<file path="config.mk">
export PLATFORM = sky130hd
export DESIGN_NAME = axis_video_pattern_gen
export DESIGN_NICKNAME = d
export VERILOG_FILES = /design/src/rtl/axis_video_pattern_gen.sv
export SDC_FILE = /design/constraint.sdc
export NUM_CORES = 1
export LEC_CHECK = 0
export BUFFER_PORTS_ARGS = -buffer_cell sky130_fd_sc_hd__buf_2
export CAP_MARGIN = 20
export CORE_MARGIN = 1
export CORE_UTILIZATION = 35
export CTS_CLUSTER_SIZE = 24
export DETAILED_ROUTE_END_ITERATION = 8
export GPL_TIMING_DRIVEN = 0
export SLEW_MARGIN = 20
export SYNTH_ARGS = -nofsm -noshare
export SYNTH_HDL_FRONTEND = slang
export SYNTH_SLANG_ARGS = --single-unit
</file>
<file path="constraint.sdc">
create_clock -name clk_i -period 2.6 [get_ports clk_i]
set_input_delay 0.26 -clock clk_i [delete_from_list [all_inputs] [get_ports clk_i]]
set_output_delay 0.26 -clock clk_i [all_outputs]
set_load 0.1 [all_outputs]
</file>
<file path="src/rtl/axis_video_pattern_gen.sv">
// axis_video_pattern_gen
//   AXI4-Stream video frame source with backpressure support. Produces frames of
//   NROWS x NCOL pixels, each pixel NCH channels of CH_W bits (channel 0 in the
//   MSBs). Lines are followed by HBLANK idle cycles and frames by VBLANK idle
//   cycles. tuser marks the first pixel of a frame and tlast the last pixel of
//   a line.
//
// Ports
//   clk_i            system clock
//   rst_i            synchronous active-high reset
//   enable_i         run request, only looked at on frame boundaries
//   mode_i           0 solid, 1 ramp, 2 colour bars, 3 LFSR noise (latched at frame start)
//   solid_color_i    mode-0 pixel value (latched at frame start)
//   m_axis_tready_i  downstream ready
//   m_axis_tvalid_o  pixel valid
//   m_axis_tuser_o   first pixel of frame
//   m_axis_tlast_o   last pixel of line
//   m_axis_tdata_o   pixel data
//   frame_done_o     one-cycle pulse after the last beat of a frame
//   frame_cnt_o      completed frame count, wraps
//
// state    | meaning
// ---------+--------------------------------------------------------------
// S_IDLE   | stopped, waiting for enable_i
// S_ACTIVE | presenting pixels, tvalid high
// S_HBLANK | idle cycles between lines
// S_VBLANK | idle cycles after a frame, then start a new frame or stop

module axis_video_pattern_gen #(
  parameter int NROWS  = 550,
  parameter int NCOL   = 367,
  parameter int CH_W   = 8,
  parameter int NCH    = 3,
  parameter int HBLANK = 16,
  parameter int VBLANK = 64
) (
  input  logic                 clk_i,
  input  logic                 rst_i,
  input  logic                 enable_i,
  input  logic [1:0]           mode_i,
  input  logic [NCH*CH_W-1:0]  solid_color_i,
  input  logic                 m_axis_tready_i,
  output logic                 m_axis_tvalid_o,
  output logic                 m_axis_tuser_o,
  output logic                 m_axis_tlast_o,
  output logic [NCH*CH_W-1:0]  m_axis_tdata_o,
  output logic                 frame_done_o,
  output logic [15:0]          frame_cnt_o
);

  localparam int DATA_W = NCH * CH_W;
  localparam int COL_W  = $clog2(NCOL);
  localparam int ROW_W  = (NROWS > 1) ? $clog2(NROWS) : 1;
  localparam int BW     = (NCOL / 8 > 0) ? NCOL / 8 : 1;
  localparam int BCNT_W = (BW > 1) ? $clog2(BW) : 1;
  localparam int MAXB   = (HBLANK > VBLANK) ? HBLANK : VBLANK;
  localparam int BLK_W  = $clog2(MAXB + 2);

  localparam logic [31:0] LFSR_SEED = 32'hACE10001;
  // Right-shift Galois form of x^32 + x^22 + x^2 + x + 1
  localparam logic [31:0] LFSR_MASK = 32'h80200003;

  typedef enum logic [1:0] {S_IDLE, S_ACTIVE, S_HBLANK, S_VBLANK} state_t;

  state_t              state_q, state_d;
  logic [COL_W-1:0]    col_q, col_d;
  logic [ROW_W-1:0]    row_q, row_d;
  logic [2:0]          bar_q, bar_d;
  logic [BCNT_W-1:0]   bcnt_q, bcnt_d;
  logic [BLK_W-1:0]    blank_q, blank_d;
  logic [31:0]         lfsr_q, lfsr_d;
  logic [1:0]          mode_q, mode_d;
  logic [DATA_W-1:0]   solid_q, solid_d;
  logic                frame_done_q, frame_done_d;
  logic [15:0]         frame_cnt_q, frame_cnt_d;
  logic                tvalid_q, tvalid_d;
  logic                tuser_q, tuser_d;
  logic                tlast_q, tlast_d;
  logic [DATA_W-1:0]   tdata_q, tdata_d;
  logic [DATA_W-1:0]   pix;
  logic                beat;
  logic                start_frame;

  always_comb begin
    state_d      = state_q;
    col_d        = col_q;
    row_d        = row_q;
    bar_d        = bar_q;
    bcnt_d       = bcnt_q;
    blank_d      = blank_q;
    lfsr_d       = lfsr_q;
    mode_d       = mode_q;
    solid_d      = solid_q;
    frame_done_d = 1'b0;
    frame_cnt_d  = frame_cnt_q;
    start_frame  = 1'b0;
    beat         = tvalid_q & m_axis_tready_i;

    case (state_q)
      S_IDLE: begin
        if (enable_i) start_frame = 1'b1;
      end
      S_ACTIVE: begin
        if (beat) begin
          lfsr_d = {1'b0, lfsr_q[31:1]} ^ (lfsr_q[0] ? LFSR_MASK : 32'h0);
          if (col_q == COL_W'(NCOL - 1)) begin
            col_d  = '0;
            bar_d  = '0;
            bcnt_d = '0;
            if (row_q == ROW_W'(NROWS - 1)) begin
              row_d        = '0;
              frame_done_d = 1'b1;
              frame_cnt_d  = frame_cnt_q + 16'd1;
              if (VBLANK > 0) begin
                state_d = S_VBLANK;
                blank_d = BLK_W'(VBLANK - 1);
              end else if (enable_i) begin
                start_frame = 1'b1;
              end else begin
                state_d = S_IDLE;
              end
            end else begin
              row_d = row_q + ROW_W'(1);
              if (HBLANK > 0) begin
                state_d = S_HBLANK;
                blank_d = BLK_W'(HBLANK - 1);
              end
            end
          end else begin
            col_d = col_q + COL_W'(1);
            // bar index steps every BW pixels and sticks at the last bar
            if (bcnt_q == BCNT_W'(BW - 1)) begin
              bcnt_d = '0;
              if (bar_q != 3'd7) bar_d = bar_q + 3'd1;
            end else begin
              bcnt_d = bcnt_q + BCNT_W'(1);
            end
          end
        end
      end
      S_HBLANK: begin
        if (blank_q == '0) state_d = S_ACTIVE;
        else               blank_d = blank_q - BLK_W'(1);
      end
      S_VBLANK: begin
        if (blank_q == '0) begin
          if (enable_i) start_frame = 1'b1;
          else          state_d     = S_IDLE;
        end else begin
          blank_d = blank_q - BLK_W'(1);
        end
      end
      default: state_d = S_IDLE;
    endcase

    if (start_frame) begin
      state_d = S_ACTIVE;
      mode_d  = mode_i;
      solid_d = solid_color_i;
    end
  end

  // Pixel for the position the counters will hold next cycle, so the output
  // registers always present the pixel that matches the counters.
  always_comb begin
    pix = '0;
    case (mode_d)
      2'd0: pix = solid_d;
      2'd1: begin
        for (int k = 0; k < NCH; k++) pix[k*CH_W +: CH_W] = CH_W'(col_d);
      end
      2'd2: begin
        // bar bit n lights the n-th channel counted from the LSB end,
        // giving the blue / green / red ordering 0000FF, 00FF00, FF0000
        for (int k = 0; k < NCH; k++) pix[k*CH_W +: CH_W] = {CH_W{bar_d[k % 3]}};
      end
      default: begin
        for (int b = 0; b < DATA_W; b++) pix[b] = lfsr_d[b % 32];
      end
    endcase
  end

  always_comb begin
    tvalid_d = (state_d == S_ACTIVE);
    tuser_d  = tvalid_d && (row_d == '0) && (col_d == '0);
    tlast_d  = tvalid_d && (col_d == COL_W'(NCOL - 1));
    tdata_d  = tvalid_d ? pix : '0;
  end

  always_ff @(posedge clk_i) begin
    if (rst_i) begin
      state_q      <= S_IDLE;
      col_q        <= '0;
      row_q        <= '0;
      bar_q        <= '0;
      bcnt_q       <= '0;
      blank_q      <= '0;
      lfsr_q       <= LFSR_SEED;
      mode_q       <= '0;
      solid_q      <= '0;
      frame_done_q <= 1'b0;
      frame_cnt_q  <= '0;
      tvalid_q     <= 1'b0;
      tuser_q      <= 1'b0;
      tlast_q      <= 1'b0;
      tdata_q      <= '0;
    end else begin
      state_q      <= state_d;
      col_q        <= col_d;
      row_q        <= row_d;
      bar_q        <= bar_d;
      bcnt_q       <= bcnt_d;
      blank_q      <= blank_d;
      lfsr_q       <= lfsr_d;
      mode_q       <= mode_d;
      solid_q      <= solid_d;
      frame_done_q <= frame_done_d;
      frame_cnt_q  <= frame_cnt_d;
      tvalid_q     <= tvalid_d;
      tuser_q      <= tuser_d;
      tlast_q      <= tlast_d;
      tdata_q      <= tdata_d;
    end
  end

  assign m_axis_tvalid_o = tvalid_q;
  assign m_axis_tuser_o  = tuser_q;
  assign m_axis_tlast_o  = tlast_q;
  assign m_axis_tdata_o  = tdata_q;
  assign frame_done_o    = frame_done_q;
  assign frame_cnt_o     = frame_cnt_q;

endmodule
</file>
# Yosys cells after proc, flatten, opt, wreduce, memory -nomap -nowiden
# Cells that the tools add are included.
totals:
  reg_bits: 139
  output_inout_bits: 44
op_classes:
  n_addsub: 6
  n_eq_ne: 14
  mux: 37
  bitwise_logic: 6
  n_reduce_logical: 15
ops:
  columns: ["operator", "count"]
  rows:
  - ["24-bit two-way mux", 3]
  - ["24-bit case mux with 3 select lines", 1]
  - ["10-bit two-way mux", 4]
  - ["32-bit two-way mux", 1]
  - ["31-bit by 32-bit bitwise XOR with 32-bit output", 1]
  - ["9-bit two-way mux", 3]
  - ["7-bit two-way mux", 3]
  - ["9-bit == test (second input constant)", 2]
  - ["6-bit two-way mux", 3]
  - ["16-bit by 1-bit adder with 16-bit output (second input constant)", 1]
  - ["3-bit two-way mux", 5]
  - ["2-bit two-way mux", 7]
  - ["7-bit case mux with 2 select lines", 1]
  - ["10-bit by 1-bit adder with 10-bit output (second input constant)", 1]
  - ["10-bit == test (second input constant)", 1]
  - ["10-bit zero test", 1]
  - ["9-bit by 1-bit adder with 9-bit output (second input constant)", 1]
  - ["9-bit zero test", 1]
  - ["4-bit AND reduction", 2]
  - ["7-bit zero test", 1]
  - ["7-bit by 1-bit subtractor with 7-bit output (second input constant)", 1]
  - ["6-bit by 1-bit adder with 6-bit output (second input constant)", 1]
  - ["2-bit by 1-bit == test with 1-bit output (second input constant)", 3]
  - ["2-bit == test (second input constant)", 3]
  - ["15 further kinds", 27]

# Longest topological paths before layout
logic_depth:
  depth_word: 9
  mapped_depth: 12
  mapped_depth_nobuf: 8

# Least setup slack after synthesis
# No wires, ideal clock.
synth_path:
  kind: "register -> register"
  start: "reg tvalid_q, in the netlist m_axis_tvalid_o"
  end: "reg frame_cnt_q[9], in the netlist frame_cnt_o[9]"
  setup_ps: 67
  arrival_time_ps: 2966
  required_time_ps: 2533
  path_slack_ps: -432
  stages_incl_launch_ff: 8
  synth_period_minus_slack_ps: 3032
  cell_sequence: "dfxtp_1 -> nand3_1 -> or4_1 -> buf_2 -> nor4_1 -> nand3_1 -> xor2_1 -> nor2_1"
synth_via:
  elab_chain_len: 2
synth_lines:
  columns: ["element", "line_no", "rtl"]
  rows:
  - ["start, declared", "76", "logic tvalid_q, tvalid_d;"]
  - ["start signal, assigned", "219", "tvalid_q <= tvalid_d;"]
  - ["1-bit bitwise AND", "97", "beat = tvalid_q & m_axis_tready_i;"]
  - ["4-bit AND reduction (no source line)", null, null]
  - ["end signal, assigned", "218", "frame_cnt_q <= frame_cnt_d;"]
  - ["end, declared", "75", "logic [15:0] frame_cnt_q, frame_cnt_d;"]
# No other way between the ends.
# A chain may end at the register's enable or synchronous reset.

# Worst setup path after layout
layout_path:
  start: "reg col_q[0]"
  end: "reg tdata_q[15], in the netlist m_axis_tdata_o[15]"
layout_via:
  elab_chain_len: 8
layout_lines:
  columns: ["element", "line_no", "rtl"]
  rows:
  - ["start, declared", "66", "logic [COL_W-1:0] col_q, col_d;"]
  - ["start signal, assigned", "209", "col_q <= col_d;"]
  - ["parallel branches: the longest is 8 deep, another holds 9-bit by 1-bit adder with 9-bit output", null, null]
  - ["end signal, assigned", "222", "tdata_q <= tdata_d;"]
  - ["end, declared", "79", "logic [DATA_W-1:0] tdata_q, tdata_d;"]
# Parallel ways; which one is timed is not known.

==> metrics.yaml <==
sta:
  period_share_pct: 99.5
  worst_slew_margin_rel_pct: 53.2
  hold_viol_final: 0
  worst_clock_skew_ps: 11.3
  rsz0062_at_grt: "yes"
  tightest_slew_ps: 695
  setup_viol: 0
  hold-worst-slack_ps: 67.5
  tns_ps: 0
  period_needed_ps: 2590
  fin_ws_ps: 12.4
  fmaxAchievable_mhz: 386
  slew_violations: 0
synth:
  netlist_top_cells_count: "139 x dfxtp_1, 138 x nor2_1, 69 x nand2_1"
  yosys_register_bits: 139
  yosys.area.top_type: "dfxtp_1"
  netlist_instances: 692
  synth_edf_count: 0
  synth.avg_cell_area_um2: 8.84
  synth_top_flop_cell: "dfxtp_1"
  syn_area_um2: 6120
  synth_most_common_cell: "dfxtp_1"
  synth_sequential_area_ratio_pct: 45.5
  synth_cell_types: 58
  yosysWarnings: 0
  yosys-top-cells-area: "dfxtp_1 45%, nor2_1 8.5%, mux2i_1 7.9%, nand2_1 4.2%, o311a_1 3.9%"
  async_flop_share_pct: 0
  syn_nets: 736
  yosysTopAreaCellShare_pct: 45.5
grt:
  grt_pass1_wl_um: 26100
  overflow: 0
  grt_use_total_pct: 18.5
  grt_max_degree: 17
  grt_antenna_before_repair: 0
  first_global_vias: 5122
run:
  max_cap_viol_count: 0
clock_network:
  numCtsBuffers: 17
  clk_pin_slew_ps: 60
  clockRootBuffer: "clkbuf_16"
  htreeDepth: 4
  clock-sinks: 139
  ctsHoldBuffers: 0
  ctsLongestPathBuffers: 2
  cts_tree: "yes"
  clock_latency_ps: 420
setup_path:
  cp.arrival_ps: 2940
  crit_required_ps: 2960
  start_kind: "flip-flop"
  path_max_fanout: 8
  endpoint_kind: "flip-flop"
  worstSetupPathType: "flip-flop to flip-flop"
floorplan:
  die_x_um: 134
  core_area_um2: 16800
  io_pins: 74
  die_area_um2: 18000
  die_h_um: 134
  rows: 47
  initial_core_util_pct: 36.4
power_and_ir_drop:
  seqPwrFrac_pct: 40.9
  p_int_mw: 3.97
  pwr-share-comb_pct: 15.9
  p_per_area_nw_per_um2: 688
  p_leak_nw: 3.49
  ir_drop_mv: 0.498
  clockPowerShare_pct: 43.1
  total_power_mw: 5.49
  switching_share_pct: 27.8
  p_switching_mw: 1.53
route:
  viasPerCell: 5.14
  first_pass_iters: 5
  remaining_drc_errors: 0
  wl_per_cell_um: 15.6
  drtAntennaViolNets: 0
  drt-total-wl_um: 16400
  first_iter_violations: 259
  vias: 5403
finish:
  finalNetCount: 862
  fillers: 1661
  area_growth_pct: 30.5
  final_layout_size_suffix_gt1_share_pct: 24.7
  n_antenna_cell: 0
  finalInstanceArea_um2: 7980
place:
  dp_hpwl_um: 11200
  place_ws_ps: -652
  place.gp.congestion: 0.862
  post_dp_cell_area_um2: 6760
  port_buffers: 73
min_path:
  hp-class: "primary input to flip-flop"
run_status:
  status: "complete, no violations"
==> sequential cells by signal, indices dropped and copies added (netlist names), 3 cells and up <==
name	flops
lfsr_q	32
frame_cnt_o	16
m_axis_tdata_o	24
solid_q	24
bar_q	3
col_q	9
bcnt_q	6
blank_q	7
row_q	10
==> layout make-up <==
type / count / area (µm²) / area share (%)
sequential: 139 / 2800 / 35.1
multi-input combinational: 505 / 3370 / 42.2
timing repair buffer: 111 / 711 / 8.90
clock buffer: 22 / 485 / 6.08
tap: 220 / 275 / 3.45
inverter: 14 / 55.1 / 0.690
clock inverter: 10 / 103 / 1.29
buffer: 30 / 181 / 2.27
==> cell usage in the layout, fill, tap and decap left out, types with 19 or more instances in the layout <==
cell,netlist,final
clkbuf_16,0,19
buf_2,9,75
nor2_1,138,134
nand2_1,69,69
o311a_1,24,24
mux2i_1,48,42
a21oi_1,32,29
buf_4,0,32
dfxtp_1,139,132
clkbuf_1,22,19
==> logic make-up (layout without fill, tap and decap cells) <==
family | count (synthesis) | in the layout | synth area share [%]
AOI/OAI and AO/OA | 105 | 105 | 12.6
xor gates and xnor gates | 32 | 32 | 4.58
adders and majority gates | 14 | 14 | 2.86
buffers and inverters | 49 | 187 | 3.68
DFF | 139 | 139 | 45.5
muxes | 49 | 50 | 8.08
and+or+nand+nor | 304 | 304 | 22.7
==> layer usage <==
layer  vias up  global-route usage (%)  routed length, µm
li1       2690                       -                  -
met3        12                    3.21                582
met2       132                    29.5               7730
met5         -                       0                  0
met1      2569                    24.8               7950
met4         0                    7.05                161
==> worst max-delay path: stages, from the launching register on <==
cell and delay (ps):
dfxtp_2 330, inv_2 70, ha_4 120, nand4b_1 160, or4_4 630, or3_4 400
a41oi_4 190, and2_4 290, buf_4 160, o311a_1 170
==> power groups by stage <==
| stage | logic [mW] | clock network [mW] | registers [mW] |
|---|---|---|---|
| after floorplan | 0.335 | 0 | 2.47 |
| after global placement | 0.681 | 0 | 2.29 |
| after detailed placement | 0.680 | 0 | 2.29 |
| after CTS | 0.791 | 2.42 | 2.25 |
| after global routing | 0.934 | 2.52 | 2.26 |
| final | 0.875 | 2.37 | 2.25 |
==> repair_timing <==
action,4_1_cts,5_1_grt
gates resized for setup,65,30
pin swaps,3,24
setup endpoints to repair,66,35
gates cloned,2,2
buffers inserted,16,19
==> path summary, 6_finish.rpt <==
kind / cells past startpoint / startpoint / slack [ps] / to
worst min-delay path: 2 / rst_i / 70 / state_q[0]
worst min register to register: 2 / lfsr_q[29] / 440 / lfsr_q[28]
worst max register to register: 9 / col_q[0] / 10 / m_axis_tdata_o[15]
worst max-delay path: 9 / col_q[0] / 10 / m_axis_tdata_o[15]
==> stage by stage <==
stage / util, % / cells
global route: 47.5 / 1051
global placement: 40.2 / 985
CTS: 46.0 / 1033
detailed placement: 40.2 / 985
floorplan: - / 692
finish: 47.5 / 1051
(Power assumes the default switching activity.)
